`config.mk`:
```
export PLATFORM = sky130hd
export DESIGN_NAME = instr_fetch_responder_flat
export DESIGN_NICKNAME = d
export VERILOG_FILES = /design/src/rtl/instr_fetch_responder_if.sv /design/src/rtl/instr_fetch_responder.sv /design/src/flat_wrapper.sv
export SDC_FILE = /design/constraint.sdc
export NUM_CORES = 2
export LEC_CHECK = 0
export CORE_UTILIZATION = 40
export DETAILED_ROUTE_END_ITERATION = 10
export HOLD_SLACK_MARGIN = 0.05
export SKIP_LAST_GASP = 1
export SLEW_MARGIN = 20
export SYNTH_ARGS = -nofsm -noshare
export SYNTH_HDL_FRONTEND = slang
export SYNTH_SLANG_ARGS = --single-unit
```
`constraint.sdc`:
```
create_clock -name clock -period 4.63 [get_ports clock]
set_clock_uncertainty 0.2 [all_clocks]
set_input_delay 0.6945 -clock clock [delete_from_list [all_inputs] [get_ports clock]]
set_output_delay 0.6945 -clock clock [all_outputs]
set_load 0.05 [all_outputs]
```
`src/rtl/instr_fetch_responder_if.sv`:
```
`default_nettype none
// ============================================================================
//  Module      : instr_fetch_responder_if
//  Description : Fetch-request / response bus plus program-load write port
//                between a datapath (master) and the instruction fetch
//                responder (slave).
//  Revision    : 1.0 - initial release
// ============================================================================
interface instr_fetch_responder_if;

  // Fetch request path (datapath -> responder)
  logic        fetchReq;
  logic [31:0] fetchAddr;

  // Fetch response path (responder -> datapath)
  logic        fetchReady;
  logic        instrValid;
  logic [31:0] instruction;
  logic        fetchErr;

  // Program-load write port (loader -> responder)
  logic        loadEnable;
  logic [31:0] loadAddr;
  logic [31:0] loadData;

  // Response statistics (responder -> observer)
  logic [15:0] respCount;

  // Datapath / loader side
  modport master (
    output fetchReq,
    output fetchAddr,
    output loadEnable,
    output loadAddr,
    output loadData,
    input  fetchReady,
    input  instrValid,
    input  instruction,
    input  fetchErr,
    input  respCount
  );

  // Responder side
  modport slave (
    input  fetchReq,
    input  fetchAddr,
    input  loadEnable,
    input  loadAddr,
    input  loadData,
    output fetchReady,
    output instrValid,
    output instruction,
    output fetchErr,
    output respCount
  );

endinterface
`default_nettype wire

```
`src/rtl/instr_fetch_responder.sv`:
```
`default_nettype none
// ============================================================================
//  Module      : instr_fetch_responder
//  Description : Instruction memory that answers single outstanding fetch
//                requests after a fixed LATENCY, flags misaligned or
//                out-of-range addresses, accepts program-load writes at any
//                time and counts issued responses (saturating).
//  Revision    : 1.0 - initial release
// ============================================================================
module instr_fetch_responder #(
  parameter int DEPTH   = 64,   // instruction words stored
  parameter int LATENCY = 2     // accept-to-response cycles, 1..7
) (
  input wire                     clock,
  input wire                     reset,
  instr_fetch_responder_if.slave bus
);

  // --------------------------------------------------------------------------
  // Constants
  // --------------------------------------------------------------------------
  localparam int          c_AW        = (DEPTH > 1) ? $clog2(DEPTH) : 1;
  localparam logic [31:0] c_DEPTH     = 32'(DEPTH);
  localparam logic [2:0]  c_WAIT_LOAD = (LATENCY > 1) ? 3'(LATENCY - 2) : 3'd0;
  localparam bit          c_SINGLE    = (LATENCY == 1);

  // --------------------------------------------------------------------------
  // State encoding
  // --------------------------------------------------------------------------
  typedef enum logic [1:0] {
    S_IDLE = 2'd0,
    S_WAIT = 2'd1,
    S_RESP = 2'd2
  } state_t;

  state_t      r_state;
  state_t      w_state_nxt;
  logic [2:0]  r_cnt;
  logic [2:0]  w_cnt_nxt;
  logic [31:0] r_addr;

  logic [31:0] r_mem [0:DEPTH-1];

  logic [31:0] r_instr;
  logic        r_err;
  logic [15:0] r_respCount;

  // --------------------------------------------------------------------------
  // Request / read-side decode
  // --------------------------------------------------------------------------
  logic            w_accept;
  logic            w_enter_resp;
  logic [31:0]     w_rd_addr;
  logic            w_rd_err;
  logic [c_AW-1:0] w_rd_idx;
  logic [31:0]     w_rd_data;

  assign w_accept     = (r_state == S_IDLE) && bus.fetchReq;
  assign w_enter_resp = (w_state_nxt == S_RESP) && (r_state != S_RESP);

  // With LATENCY=1 the read happens on the accepting edge itself, so the
  // address comes straight from the bus; otherwise it is the latched one.
  assign w_rd_addr = (r_state == S_IDLE) ? bus.fetchAddr : r_addr;
  assign w_rd_err  = (w_rd_addr[1:0] != 2'b00) ||
                     ({2'b00, w_rd_addr[31:2]} >= c_DEPTH);
  assign w_rd_idx  = w_rd_addr[c_AW+1:2];
  assign w_rd_data = r_mem[w_rd_idx];

  // --------------------------------------------------------------------------
  // Load-side decode
  // --------------------------------------------------------------------------
  logic            w_ld_ok;
  logic [c_AW-1:0] w_ld_idx;

  assign w_ld_ok  = bus.loadEnable &&
                    (bus.loadAddr[1:0] == 2'b00) &&
                    ({2'b00, bus.loadAddr[31:2]} < c_DEPTH);
  assign w_ld_idx = bus.loadAddr[c_AW+1:2];

  // --------------------------------------------------------------------------
  // FSM next-state and wait-counter logic
  // --------------------------------------------------------------------------
  // Next state: IDLE accepts, WAIT counts down to 0, RESP lasts one cycle.
  always_comb begin
    w_state_nxt = r_state;
    w_cnt_nxt   = r_cnt;
    case (r_state)
      S_IDLE: begin
        if (bus.fetchReq) begin
          if (c_SINGLE) begin
            w_state_nxt = S_RESP;
          end else begin
            w_state_nxt = S_WAIT;
            w_cnt_nxt   = c_WAIT_LOAD;
          end
        end
      end
      S_WAIT: begin
        if (r_cnt == 3'd0) begin
          w_state_nxt = S_RESP;
        end else begin
          w_cnt_nxt = r_cnt - 3'd1;
        end
      end
      S_RESP: begin
        w_state_nxt = S_IDLE;
      end
      default: begin
        w_state_nxt = S_IDLE;
        w_cnt_nxt   = 3'd0;
      end
    endcase
  end

  // State register, wait counter and request address latch.
  always_ff @(posedge clock or posedge reset) begin
    if (reset) begin
      r_state <= S_IDLE;
      r_cnt   <= 3'd0;
      r_addr  <= 32'h0000_0000;
    end else begin
      r_state <= w_state_nxt;
      r_cnt   <= w_cnt_nxt;
      if (w_accept) begin
        r_addr <= bus.fetchAddr;
      end
    end
  end

  // --------------------------------------------------------------------------
  // Response registers
  // --------------------------------------------------------------------------
  // Capture data/error on the edge entering RESP; the error flag only lives
  // for that single cycle while the instruction word is held afterwards.
  always_ff @(posedge clock or posedge reset) begin
    if (reset) begin
      r_instr <= 32'h0000_0000;
      r_err   <= 1'b0;
    end else begin
      r_err <= w_enter_resp ? w_rd_err : 1'b0;
      if (w_enter_resp) begin
        r_instr <= w_rd_err ? 32'h0000_0000 : w_rd_data;
      end
    end
  end

  // Saturating count of responses issued, errors included.
  always_ff @(posedge clock or posedge reset) begin
    if (reset) begin
      r_respCount <= 16'h0000;
    end else if (w_enter_resp && (r_respCount != 16'hFFFF)) begin
      r_respCount <= r_respCount + 16'h0001;
    end
  end

  // --------------------------------------------------------------------------
  // Instruction memory
  // --------------------------------------------------------------------------
  // Program-load writes; not reset so a reset keeps the loaded program. A
  // read on the same edge sees the old word since both sides are registered.
  always_ff @(posedge clock) begin
    if (w_ld_ok) begin
      r_mem[w_ld_idx] <= bus.loadData;
    end
  end

  // --------------------------------------------------------------------------
  // Outputs
  // --------------------------------------------------------------------------
  assign bus.fetchReady  = (r_state == S_IDLE);
  assign bus.instrValid  = (r_state == S_RESP);
  assign bus.instruction = r_instr;
  assign bus.fetchErr    = r_err;
  assign bus.respCount   = r_respCount;

endmodule
`default_nettype wire

```
`src/flat_wrapper.sv`:
```
// flat-port wrapper written by rule: the top's interface ports become plain ports
module instr_fetch_responder_flat 
#(
  parameter int DEPTH   = 64,                              
  parameter int LATENCY = 2                                       
)
  (clock, reset, bus_fetchReq, bus_fetchAddr, bus_loadEnable, bus_loadAddr, bus_loadData, bus_fetchReady, bus_instrValid, bus_instruction, bus_fetchErr, bus_respCount);
  instr_fetch_responder_if bus_i ();
  input wire clock;
  input wire reset;
  input wire logic [$bits(bus_i.fetchReq)-1:0] bus_fetchReq;
  input wire logic [$bits(bus_i.fetchAddr)-1:0] bus_fetchAddr;
  input wire logic [$bits(bus_i.loadEnable)-1:0] bus_loadEnable;
  input wire logic [$bits(bus_i.loadAddr)-1:0] bus_loadAddr;
  input wire logic [$bits(bus_i.loadData)-1:0] bus_loadData;
  output wire logic [$bits(bus_i.fetchReady)-1:0] bus_fetchReady;
  output wire logic [$bits(bus_i.instrValid)-1:0] bus_instrValid;
  output wire logic [$bits(bus_i.instruction)-1:0] bus_instruction;
  output wire logic [$bits(bus_i.fetchErr)-1:0] bus_fetchErr;
  output wire logic [$bits(bus_i.respCount)-1:0] bus_respCount;
  assign bus_i.fetchReq = bus_fetchReq;
  assign bus_i.fetchAddr = bus_fetchAddr;
  assign bus_i.loadEnable = bus_loadEnable;
  assign bus_i.loadAddr = bus_loadAddr;
  assign bus_i.loadData = bus_loadData;
  assign bus_fetchReady = bus_i.fetchReady;
  assign bus_instrValid = bus_i.instrValid;
  assign bus_instruction = bus_i.instruction;
  assign bus_fetchErr = bus_i.fetchErr;
  assign bus_respCount = bus_i.respCount;
  instr_fetch_responder #(.DEPTH(DEPTH), .LATENCY(LATENCY)) u_core (.clock(clock), .reset(reset), .bus(bus_i));
endmodule
```
==> Implementation_results.wiki <==
{| class="wikitable"
! Metric !! Value
|-
| Type of the most critical hold path || in -> reg
|-
| RSZ-0062 raised after global routing || false
|-
| Required arrival time at the worst endpoint || 5210 ps
|-
| Die Y-Extent || 459 µm
|-
| Number of max-cap violations || 0
|-
| Maximum number of pins on one net before global-route repair || 80
|-
| Count of cell types in the netlist || 87
|-
| TritonCTS clock tree || done
|-
| Area delta synth->final || 17.1%
|-
| First-iteration detailed-routing DRC count || ~7500
|-
| Number of sinks on the clock net || between 2000 and 2500
|-
| Row Count || around 170
|-
| Most common cell after layout, fill and taps aside || sky130_fd_sc_hd__edfxtp_1
|-
| Area of the core region || between 200000 and 250000 µm²
|-
| Slew headroom || about a fifth
|-
| Placed wire-length estimate || ~160000 µm
|-
| Sequential group share of total power || between 30 and 40%
|-
| Worst Setup Start Kind || flip-flop
|-
| Count of input and output buffers || 150
|-
| Remaining global-route overflow || 0
|-
| Critical path data arrival time || around 4700 ps
|-
| Skew-Pair Late Insertion Delay || around 860 ps
|-
| Peak ir drop on the vdd network || 0.591 mV
|-
| DR vias || 51467
|-
| Initial standard-cell utilization of the core || about two fifths
|-
| Number of optimization iterations in the first detailed-route pass || 6
|-
| Relative contribution of the clock network to total power || between 20% and 30%
|-
| X dimension of the die || 459 µm
|-
| Setup-failing EPs final || 0
|-
| Final-stage net count || between 5000 and 6000
|-
| Number of nets with antenna violations after detailed routing || 0
|-
| Primary flip-flop cell chosen by synthesis mapping || sky130_fd_sc_hd__edfxtp_1
|-
| Mean routed wirelength per cell || around 31 µm
|-
| Post-synthesis sequential area ratio || roughly three quarters
|-
| Share of flip-flops with an asynchronous set or reset || under 10%
|-
| Root buffer cell || sky130_fd_sc_hd__clkbuf_16
|-
| Area share of the largest cell type after synthesis || 73.8%
|-
| Fraction of power spent switching nets || between 30% and 40%
|-
| Status || finished, final reports clean
|-
| Crit path capture type || flip-flop
|-
| Post-synth net total || approximately 5300
|-
| Setup TNS || 0 ps
|-
| Number of inserted filler cells in the final layout || 17580
|-
| Type of the worst setup path || reg -> reg
|-
| WL final || ~270000 µm
|-
| Clock buffers created by TritonCTS || approximately 200
|-
| First-pass GRT wire length || ~380000 µm
|-
| Highest-count cells in the layout ignoring fill and taps || 2048 x sky130_fd_sc_hd__edfxtp_1, 1060 x sky130_fd_sc_hd__nand2_1, 329 x sky130_fd_sc_hd__nand3_1, 266 x sky130_fd_sc_hd__buf_4, 214 x sky130_fd_sc_hd__mux2i_1
|-
| Number of global-route vias before repair || between 40000 and 50000
|-
| Crit share post-route || between 80% and 90%
|-
| Maximum clock frequency || 0.243 GHz
|-
| Mapped Cells || around 5200
|-
| Final critical path time including I/O delays and setup || 4120 ps
|-
| Static leakage || about 0.032 µW
|-
| Number of instances resized during post-cts repair || 0
|-
| Largest fanout of any net on the critical path || 25
|-
| Count of flip-flops with a built-in enable after synthesis || between 2000 and 2500
|-
| Number of buffers between clock root and the deepest sink || 3
|-
| Combinational share of power || a little under two fifths
|-
| Power per cell area || 618 nW/µm²
|-
| CTS Hold Bufs || 4
|-
| Average vias per placed instance || 5.98
|-
| Netlist Area Pre-Place || 83400 µm²
|-
| Cell accounting for the most synthesized area || sky130_fd_sc_hd__edfxtp_1
|-
| Antenna violations before repair || 23
|-
| Final weighted congestion in routability-driven placement || just under 0.9
|-
| Clock transition at the registers of the reported paths || 60 ps
|-
| Ys Warns || 0
|-
| Floorplan die area || about 210000 µm²
|-
| Register-to-Register Setup Slack || between 500 and 600 ps
|-
| Boundary Pins || approximately 150
|-
| Net Sw Power || about 22000 µW
|-
| Post-route DRC violation count || 0
|-
| Cell internal pwr || approximately 38000 µW
|-
| Transition time at the pin with the least slew margin || roughly 1200 ps
|-
| Placement-stage cell area || 90900 µm²
|-
| Total number of H-tree levels || 4
|-
| Total GRT Usage || approximately 25%
|-
| Post-route standard cell area excluding fillers || 97600 µm²
|-
| Final Slew Violations || 0
|-
| Postcts setup bufs || 0
|-
| Cell types occupying the most area after synthesis || sky130_fd_sc_hd__edfxtp_1 74%, sky130_fd_sc_hd__nand2_1 4.8%, sky130_fd_sc_hd__mux4_2 3.0%
|-
| Fraction of layout instances using a drive strength above 1 || about 16%
|-
| Avg Synthesized Cell Area || 15.9 µm²
|-
| Number of failing hold endpoints at the final stage || 0
|-
| Number of register bits inferred by synthesis || ~2100
|}
[registers in the layout, indices dropped and copies added (netlist names)]
| name | cells |
|---|---|
| u_core.r_mem | 2048 |
| u_core.bus.instruction | 32 |
| u_core.r_addr | 32 |
| u_core.bus.respCount | 16 |
| u_core.r_cnt | 3 |
| u_core.r_state | 2 |
| u_core.bus.fetchErr | 1 |
[worst max-delay path, cell delays in order, from the launching register on]
cell and delay, ps:
sky130_fd_sc_hd__dfrtp_1 370, sky130_fd_sc_hd__buf_4 210, sky130_fd_sc_hd__o21ai_1 610, sky130_fd_sc_hd__and2_4 510, sky130_fd_sc_hd__buf_4 350, sky130_fd_sc_hd__buf_4 350
sky130_fd_sc_hd__nand2_1 100, sky130_fd_sc_hd__a31oi_1 210, sky130_fd_sc_hd__a41oi_1 150, sky130_fd_sc_hd__o2111ai_1 740, sky130_fd_sc_hd__a211o_1 220
[routing by layer]
layer  vias to the layer above  GRT usage [%]  share of wire (%)
met5                         -              0              0.041
met4                        16           10.6                4.4
met3                       540           5.34                 10
met2                      3095           39.3                 46
met1                     26565           34.4                 39
li1                      21251              -                  -
[synth_stat cells (all sizes together) (7+ instances only)]
| cell | count |
|---|---|
| o211ai | 10 |
| mux4 | 118 |
| a211oi | 55 |
| mux2 | 44 |
| a221o | 9 |
| nor2 | 122 |
| dfrtp | 86 |
| a32oi | 92 |
| buf | 235 |
| o21bai | 10 |
| a41oi | 8 |
| a311oi | 15 |
| a21oi | 57 |
| o22ai | 36 |
| nor4 | 28 |
| a22o | 7 |
| and4 | 8 |
| nand2 | 1065 |
| a2111oi | 13 |
| inv | 11 |
| nor3 | 13 |
| o2111ai | 19 |
| mux2i | 217 |
| nand3 | 329 |
| edfxtp | 2048 |
| nand4 | 86 |
| clkbuf | 83 |
| a31oi | 107 |
| a32o | 24 |
| a21boi | 8 |
| o21ai | 54 |
| a221oi | 7 |
| a22oi | 27 |
| xnor2 | 13 |
| and3 | 70 |
[final cells by class]
class / count / area (µm²) / area share (%)
Clock buffer: 281 / 5570 / 5.71
Tap cell: 2788 / 3490 / 3.58
Antenna cell: 5 / 12.5 / 0.0128
Sequential cell: 2134 / 63700 / 65.2
Multi-Input combinational cell: 2780 / 18500 / 19.0
Clock inverter: 104 / 1040 / 1.06
Timing Repair Buffer: 510 / 5260 / 5.39
Inverter: 11 / 43.8 / 0.0449
[power by group through the flow]
stage                     clock network [µW]  registers, µW  logic, µW
after floorplan                            0          21900      12500
after global placement                     0          21900      21700
after detailed placement                   0          21900      21800
after CTS                              16700          21500      21900
after global routing                   17400          21500      23200
final                                  16600          21500      22300
[metrics by stage]
stage          hold WS (ps)  util (%)  instances  power (µW)  worst slack, ps
3_5_place_dp            277      43.9       8218       43700              157
4_1_cts                87.2      47.1       8607       60100              541
3_3_place_gp            283      43.9       8218       43600              195
2_1_floorplan           281         -       5243       34500              918
5_1_grt                67.5      47.1       8610       62100              439
6_report               85.3      47.1       8613       60300              515
[path summary, 6_finish.rpt]
check	start	end	cells past startpoint
min	bus_loadData[15]	u_core.r_mem[38][15]	1
max in group asynchronous	reset	u_core.bus.instruction[2]	3
max reg2reg	u_core.r_state[0]	u_core.bus.instruction[16]	10
max	u_core.r_state[0]	u_core.bus.instruction[16]	10
min in group asynchronous	reset	u_core.r_addr[18]	2
min reg2reg	u_core.bus.respCount[9]	u_core.bus.respCount[9]	1
[cells by family after synthesis]
family / after synthesis / share of synthesized area (%)
DFF: 2134 / 76.4
and+or+nand+nor: 1767 / 9.32
AOI/OAI and AO/OA: 615 / 5.47
muxes: 379 / 6.43
buffers and inverters: 329 / 2.20
xor gates and xnor gates: 16 / 0.168
adders and majority gates: 3 / 0.0450
No activity file was read; power rests on OpenSTA's default activity.
